===== src/rtl/sccb_cfg_pkg.sv =====
// Shared types, marker constants and ROM contents for the SCCB power-up configuration sequencer.
package sccb_cfg_pkg;

  localparam int unsigned ENTRY_W    = 16;
  localparam logic [7:0]  END_ADDR   = 8'hFF;
  localparam logic [7:0]  DELAY_ADDR = 8'hFE;

  typedef enum logic [3:0] {
    ST_IDLE,
    ST_POWERUP,
    ST_FETCH,
    ST_ISSUE,
    ST_WAIT_BUSY,
    ST_WAIT_DONE,
    ST_GAP,
    ST_DELAY,
    ST_DONE,
    ST_ERROR
  } state_e;

  function automatic int unsigned max_u(input int unsigned a, input int unsigned b);
    return (a > b) ? a : b;
  endfunction

  // Table 0 is the camera bring-up list; table 1 fills every slot with a plain write (no markers).
  function automatic logic [ENTRY_W-1:0] rom_table(input int unsigned sel, input int unsigned idx);
    logic [7:0]         i8;
    logic [ENTRY_W-1:0] e;
    i8 = idx[7:0];
    e  = {END_ADDR, END_ADDR};
    if (sel == 0) begin
      case (idx)
        0:       e = {8'h12, 8'h80};
        1:       e = {DELAY_ADDR, 8'h00};
        2:       e = {8'h11, 8'h01};
        default: e = {END_ADDR, END_ADDR};
      endcase
    end else begin
      e = {1'b0, i8[6:0], ~i8};
    end
    return e;
  endfunction

endpackage


===== src/rtl/sccb_config_rom.sv =====
// Configuration table ROM: synchronous read, one cycle from addr to {reg,val}.
module sccb_config_rom
  import sccb_cfg_pkg::*;
#(
  parameter int unsigned ROM_AW    = 8,
  parameter int unsigned TABLE_SEL = 0
) (
  input  logic               clk,
  input  logic [ROM_AW-1:0]  addr,
  output logic [ENTRY_W-1:0] rd_data
);

  logic [ENTRY_W-1:0] rd_d;
  logic [ENTRY_W-1:0] rd_q;

  always_comb rd_d = rom_table(TABLE_SEL, 32'(addr));

  always_ff @(posedge clk) rd_q <= rd_d;

  assign rd_data = rd_q;

endmodule


===== src/rtl/sccb_config_sequencer.sv =====
// Walks the configuration ROM and issues one sccb_master write per entry, with power-up,
// inter-write and marker delays, reporting done/error when the walk ends.
module sccb_config_sequencer
  import sccb_cfg_pkg::*;
#(
  parameter int unsigned POWERUP_CYCLES = 1_000_000,
  parameter int unsigned GAP_CYCLES     = 256,
  parameter int unsigned DELAY_CYCLES   = 1_000_000,
  parameter int unsigned BUSY_TIMEOUT   = 64,
  parameter int unsigned ROM_AW         = 8,
  parameter int unsigned TABLE_SEL      = 0
) (
  input  logic              clk,
  input  logic              rst,
  input  logic              cfg_start,
  output logic              cfg_busy,
  output logic              cfg_done,
  output logic              cfg_error,
  output logic [ROM_AW-1:0] cfg_index,
  output logic              sccb_start,
  output logic [7:0]        sccb_addr,
  output logic [7:0]        sccb_data,
  input  logic              sccb_busy
);

  localparam int unsigned MAX_WAIT =
    max_u(max_u(POWERUP_CYCLES, DELAY_CYCLES), max_u(GAP_CYCLES, BUSY_TIMEOUT));
  localparam int unsigned       CNT_W      = $clog2(MAX_WAIT + 1);
  localparam logic [ROM_AW-1:0] LAST_INDEX = '1;

  state_e             state_q, state_d;
  logic [CNT_W-1:0]   cnt_q, cnt_d;
  logic [ROM_AW-1:0]  index_q, index_d;
  logic [7:0]         addr_q, addr_d;
  logic [7:0]         data_q, data_d;
  logic               done_q, done_d;
  logic               error_q, error_d;
  logic [ENTRY_W-1:0] rom_entry;

  sccb_config_rom #(
    .ROM_AW    (ROM_AW),
    .TABLE_SEL (TABLE_SEL)
  ) u_rom (
    .clk     (clk),
    .addr    (index_q),
    .rd_data (rom_entry)
  );

  always_ff @(posedge clk) begin
    if (rst) begin
      state_q <= ST_POWERUP;
      cnt_q   <= '0;
      index_q <= '0;
      addr_q  <= '0;
      data_q  <= '0;
      done_q  <= 1'b0;
      error_q <= 1'b0;
    end else begin
      state_q <= state_d;
      cnt_q   <= cnt_d;
      index_q <= index_d;
      addr_q  <= addr_d;
      data_q  <= data_d;
      done_q  <= done_d;
      error_q <= error_d;
    end
  end

  always_comb begin
    state_d = state_q;
    cnt_d   = cnt_q;
    index_d = index_q;
    addr_d  = addr_q;
    data_d  = data_q;
    done_d  = done_q;
    error_d = error_q;
    case (state_q)
      ST_IDLE, ST_DONE, ST_ERROR: begin
        if (cfg_start) begin
          state_d = ST_POWERUP;
          cnt_d   = '0;
          index_d = '0;
          done_d  = 1'b0;
          error_d = 1'b0;
        end else begin
          state_d = ST_IDLE;
        end
      end
      ST_POWERUP: begin
        if (cnt_q == CNT_W'(POWERUP_CYCLES - 1)) begin
          state_d = ST_FETCH;
          cnt_d   = '0;
          index_d = '0;
        end else begin
          cnt_d = cnt_q + CNT_W'(1);
        end
      end
      // First FETCH cycle presents the address; the entry is decoded on the second.
      ST_FETCH: begin
        if (cnt_q == '0) begin
          cnt_d = CNT_W'(1);
        end else if (rom_entry == {END_ADDR, END_ADDR}) begin
          state_d = ST_DONE;
          done_d  = 1'b1;
        end else if (rom_entry[15:8] == DELAY_ADDR) begin
          state_d = ST_DELAY;
          cnt_d   = '0;
        end else begin
          state_d = ST_ISSUE;
          addr_d  = rom_entry[15:8];
          data_d  = rom_entry[7:0];
        end
      end
      // The ISSUE cycle counts as the first cycle of the busy timeout window.
      ST_ISSUE: begin
        state_d = ST_WAIT_BUSY;
        cnt_d   = CNT_W'(1);
      end
      ST_WAIT_BUSY: begin
        if (sccb_busy) begin
          state_d = ST_WAIT_DONE;
        end else if (cnt_q == CNT_W'(BUSY_TIMEOUT - 1)) begin
          state_d = ST_ERROR;
          error_d = 1'b1;
        end else begin
          cnt_d = cnt_q + CNT_W'(1);
        end
      end
      ST_WAIT_DONE: begin
        if (!sccb_busy) begin
          state_d = ST_GAP;
          cnt_d   = '0;
        end
      end
      ST_GAP, ST_DELAY: begin
        if ((state_q == ST_GAP   && cnt_q == CNT_W'(GAP_CYCLES - 1)) ||
            (state_q == ST_DELAY && cnt_q == CNT_W'(DELAY_CYCLES - 1))) begin
          if (index_q == LAST_INDEX) begin
            state_d = ST_DONE;
            done_d  = 1'b1;
          end else begin
            state_d = ST_FETCH;
            cnt_d   = '0;
            index_d = index_q + ROM_AW'(1);
          end
        end else begin
          cnt_d = cnt_q + CNT_W'(1);
        end
      end
      default: state_d = ST_IDLE;
    endcase
  end

  always_comb begin
    cfg_busy   = !(state_q inside {ST_IDLE, ST_DONE, ST_ERROR});
    sccb_start = (state_q == ST_ISSUE);
  end

  assign cfg_done  = done_q;
  assign cfg_error = error_q;
  assign cfg_index = index_q;
  assign sccb_addr = addr_q;
  assign sccb_data = data_q;

endmodule


===== config.mk =====
export PLATFORM = sky130hd
export DESIGN_NAME = sccb_config_sequencer
export DESIGN_NICKNAME = d
export VERILOG_FILES = /design/src/rtl/sccb_cfg_pkg.sv /design/src/rtl/sccb_config_rom.sv /design/src/rtl/sccb_config_sequencer.sv
export SDC_FILE = /design/constraint.sdc
export NUM_CORES = 1
export LEC_CHECK = 0
export BUFFER_PORTS_ARGS = -buffer_cell sky130_fd_sc_hd__buf_2
export CORE_MARGIN = 5
export CORE_UTILIZATION = 60
export CTS_CLUSTER_DIAMETER = 30
export CTS_CLUSTER_SIZE = 20
export DETAILED_ROUTE_END_ITERATION = 7
export GPL_TIMING_DRIVEN = 0
export PLACE_DENSITY = 0.82
export SYNTH_ARGS = -nofsm -noshare
export SYNTH_HDL_FRONTEND = slang
export SYNTH_SLANG_ARGS = --single-unit

===== constraint.sdc =====
create_clock -name clk -period 6.8 [get_ports clk]
set_clock_uncertainty 0.05 [all_clocks]
set_input_delay 0.34 -clock clk [delete_from_list [all_inputs] [get_ports clk]]
set_output_delay 0.34 -clock clk [all_outputs]
set_load 0.02 [all_outputs]

**Yosys cells after proc, flatten, opt, wreduce, memory -nomap -nowiden**

Cells that the tools add are included.

- Register bits after elaboration: 66
- Latch bits: 0
- RAM bits: 0
- Memory bits (read-only): 0
- Bits of input ports: 4
- Output and inout bits: 28
- Word-level logic and storage cells: 102
- Memories kept: 0

- $add $sub $neg: 2
- Multipliers: 0
- Divide/modulo/power cells: 0
- Order comparisons: 0
- Equality and inequality tests: 32
- Shift operators: 0
- Mux-type cells: 37
- Bitwise logic cells: 3
- Reductions and logical operators: 20

Operators by type and width:

| kind | number |
|---|---|
| two-way mux 20 bit | 10 |
| case mux 20 bit (7 select lines) | 1 |
| case mux 16 bit (3 select lines) | 1 |
| two-way mux 4 bit | 8 |
| two-way mux 8 bit | 4 |
| case mux 4 bit (7 select lines) | 1 |
| case mux 8 bit (3 select lines) | 1 |
| != test 2 bit (second input constant) | 11 |
| adder 20 x 1 -> 20 bit (second input constant) | 1 |
| equality test 20 bit (second input constant) | 1 |
| equality test 20 x 6 -> 1 bit (second input constant) | 1 |
| equality test 20 x 8 -> 1 bit (second input constant) | 1 |
| logical NOT 20 bit | 1 |
| equality test 16 bit (second input constant) | 1 |
| equality test 4 x 3 -> 1 bit (second input constant) | 4 |
| equality test 8 bit (second input constant) | 2 |
| != test 3 bit (second input constant) | 4 |
| AND reduction 5 bit | 2 |
| nonzero test 3 bit | 3 |
| adder 8 x 1 -> 8 bit (second input constant) | 1 |
| equality test 4 x 2 -> 1 bit (second input constant) | 2 |
| equality test 4 bit (second input constant) | 2 |
| equality test 8 x 1 -> 1 bit (second input constant) | 1 |
| equality test 8 x 2 -> 1 bit (second input constant) | 1 |
| 18 further kinds | 29 |

**Longest topological paths before layout**

- Depth in word-level cells: 5
- Mapped depth: 9
- Gate-level depth less buffers: 8

**By module**

Synthesis repeated with hierarchy kept, for this count alone.

- Cell total of the unflattened synthesis: 400
- Area, all modules: 3169.3 um^2

Modules (own cells, without submodules):

| module | times used | cells each | area an instance (um^2) | sequential area each (um^2) |
|---|---|---|---|---|
| sccb_config_sequencer | 1 | 374 | 2911.5 | 1001.0 |
| sccb_config_rom | 1 | 26 | 257.7 | 100.1 |

**Worst setup path before layout**

Ideal clock, no wire load.

- Path type: register to register
- From: register cnt_q[0]
- To: register cnt_q[19]
- Library setup time: 126 ps
- Data arrival time: 2222 ps
- Required time: 6624 ps
- Slack: 4402 ps
- Cell stages (with the launch flop): 10
- Path buffers: 1
- Clock period less this slack: 2398 ps
- Cells stage by stage: dfxtp_1 ha_1 nand3_2 nor4_4 a32oi_4 a211oi_4 nor3_4 buf_6 a22oi_1 o41ai_1

- Word-level cells in the longest chain between the ends: 5
- Elaborated cells on any way between the ends: 19
- Those cells by class: add/sub: 1; eq/ne: 7; mux: 6; reduce/logical: 5

RTL lines:

| item | line | RTL |
|---|---|---|
| from (decl) | sccb_config_sequencer.sv:32 | `logic [CNT_W-1:0] cnt_q, cnt_d;` |
| from (signal assigned) | sccb_config_sequencer.sv:60 | `cnt_q <= cnt_d;` |
| parallel branches: the longest is 5 deep, another holds adder 20 x 1 -> 20 bit | - |  |

Several ways; the timed one is not identified. The select of a mux whose other input is x is not followed.
A chain may end at the register's enable or synchronous reset.

**Worst setup path after layout**

Same ends and word-level chain as after synthesis.

==> flow_summary.json <==
{
  "routed_via_density": 6.20,
  "critical_path_class": "register to register",
  "ios": 32,
  "relSlewSlack": 0.476,
  "remaining_drc_errors": 0,
  "grtUsageTotal": 0.231,
  "irDropWorstVdd_v": 0.000240,
  "ys_warn_count": 0,
  "wl_per_cell_um": 16.0,
  "cts_buffers": 5,
  "drt_iter0_drc": 279,
  "rows": 24,
  "antenna_found_initial": 0,
  "min_path_type": "input pin to register",
  "setup_violations": 0,
  "grt_pass1_wl_mm": 11.5,
  "netlist.area_leader.share": 0.332,
  "fmax_mhz": 349,
  "seqCellArea_um2": 901,
  "nFillCells": 357,
  "syn_area_um2": 2720,
  "fin_tns_setup_ns": 0,
  "post-cts-setup-buffers": 0,
  "vias": 2637,
  "ys.flop_type": "dfxtp_1",
  "clock_sinks": 45,
  "die-area_um2": 5970,
  "setup_ws_ns": 3.94,
  "fp.dieW_um": 77.3,
  "drtPass1Iterations": 7,
  "antenna_cells": 0,
  "hold_viol_final": 0,
  "synth_nets": 344,
  "power_density_nw_per_um2": 312,
  "crit_fanout": 10,
  "worstMarginPinSlew_ns": 0.779,
  "synth_area_per_cell_um2": 8.13,
  "core_um2": 4380,
  "htree_levels": 2,
  "ys_top_cells_by_count": "nor2_1, dfxtp_1, nand3_1",
  "tritoncts": "built",
  "synth_cells": 334,
  "rsz0062_at_grt": "false",
  "gr-total-overflow": 0,
  "antenna_left": 0,
  "die_h_um": 77.3,
  "grt_start_max_net_pins": 16,
  "pre_cts_ws_ns": 4.01,
  "synth_cell_types": 60,
  "postCtsHoldBufs": 0,
  "cpPeakStageDelay_ns": 0.53,
  "critPathLaunchType": "register",
  "insertion_delay_ns": 0.30,
  "dpl.hpwl_mm": 4.88,
  "drive_above_1_share": 0.201,
  "ys_top_cells_by_area": "dfxtp_1, nor2_1, nand3_1, nand2_1, a21oi_1",
  "fin_nets": 382,
  "cap_violations": 0,
  "worstPathArrival_ns": 3.00,
  "multi_input_area_um2": 1600,
  "timing.final.crit_share": 0.421,
  "crit_path_end_kind": "register",
  "synth_seq_area_share": 0.332,
  "fin_crit_ns": 2.86,
  "cts_resized": 0,
  "gp_congestion": 0.911,
  "yosysMostFrequentCell": "nor2_1",
  "ctsLongestPathBuffers": 2,
  "initial_core_util": 0.620,
  "root_buffer": "clkbuf_8",
  "port_buffers": 31,
  "first_global_vias": 2401,
  "outcome": "completed",
  "area_growth_pct": 12.3,
  "cp_slowest_cell": "nor4_4",
  "clk_pin_slew_ns": 0.09,
  "synth_top_area_cell": "dfxtp_1",
  "synth_edf_count": 0,
  "ys_seq_elements": 45,
  "cp_data_required_time_ns": 6.94,
  "async_reset_ff_frac": 0,
  "wl_mm": 6.80,
  "cp_cell_sequence": "ha_1 -> nand3_2 -> nor4_4 -> a32oi_4 -> a211oi_4 -> nor3_4 -> buf_6 -> a22oi_1 -> o41ai_1",
  "power_leakage_nw": 1.21,
  "slew_violations": 0
}
-- cell type report --
cell class,instances,share of cell area
inverter,16,0.0197
clock inverter,3,0.0152
sequential,45,0.295
timing repair buffer,31,0.0508
clock buffer,5,0.0226
tap,52,0.0213
buffer,23,0.0504
multi-input combinational,250,0.525
-- metal layers --
layer  routed length [µm]  vias up  GRT usage
li1                     -     1270          -
met1                 3030     1223      0.324
met2                 3130      130      0.354
met3                  538       14     0.0492
met4                  103        0     0.0722
met5                    0        -          0
-- cells by family after synthesis --
group                      count (synthesis)  synth area share
and+or+nand+nor                          173             0.345
adders and majority gates                  6            0.0276
muxes                                      1           0.00369
AOI/OAI and AO/OA                         62             0.188
xor gates and xnor gates                   8            0.0258
buffers and inverters                     39            0.0788
DFF                                       45             0.332
-- cells in the final DEF, fill, tap and decap left out, types with 6 or more instances in the layout --
master	synthesis	layout
nor3_1	7	7
nor4_1	6	6
dfxtp_1	45	45
nand4_1	10	10
o22ai_1	6	6
inv_1	16	16
buf_4	10	10
ha_1	6	6
nand3_1	33	33
buf_2	6	37
nor2_1	50	50
a31oi_1	7	7
xor2_1	6	6
a21oi_1	15	15
nand2_1	26	26
-- power by group --
part | internal [mW] | total, mW | switching (mW)
registers | 0.288 | 0.309 | 0.0207
clock network | 0.110 | 0.208 | 0.0975
logic | 0.151 | 0.437 | 0.286
total | 0.549 | 0.953 | 0.404
-- final timing paths --
kind                                                end             startpoint  slack [ns]  depth (start not counted)
worst max register to register   cnt_q[19]$_SDFFE_PP0P_  cnt_q[0]$_SDFFE_PP0P_        3.94                          9
worst min register to register    cfg_done$_SDFFE_PP0P_  cfg_done$_SDFFE_PP0P_        0.42                          1
worst min-delay path            state_q[1]$_SDFFE_PP0P_              sccb_busy        0.36                          3
worst max-delay path             cnt_q[19]$_SDFFE_PP0P_  cnt_q[0]$_SDFFE_PP0P_        3.94                          9
-- stage by stage --
step | util | total power, mW | hold WS, ns | cell area (µm²) | std cells
6_report | 0.696 | 0.953 | 0.364 | 3050 | 425
5_1_grt | 0.696 | 1.01 | 0.359 | 3050 | 425
4_1_cts | 0.696 | 0.945 | 0.339 | 3050 | 425
3_5_place_dp | 0.670 | 0.737 | 0.404 | 2940 | 417
3_3_place_gp | 0.670 | 0.725 | 0.398 | 2940 | 417
2_1_floorplan | - | 0.641 | 0.418 | 2720 | 334
-- flip-flops by register name (all words and copies together) (netlist names) --
name / cells
cfg_index: 8
state_q: 4
sccb_addr: 4
cnt_q: 20
u_rom.rd_data: 5
cfg_error: 1
sccb_data: 2
cfg_done: 1
-- critical path: cells and delay by family, from the launching register on --
kind | cells | cell delay [ns]
DFF | 1 | 0.43
and+or+nand+nor | 3 | 0.84
buffers and inverters | 1 | 0.18
adders and majority gates | 1 | 0.27
AOI/OAI and AO/OA | 4 | 0.96
Note: power is estimated with default switching activity, not from simulation.
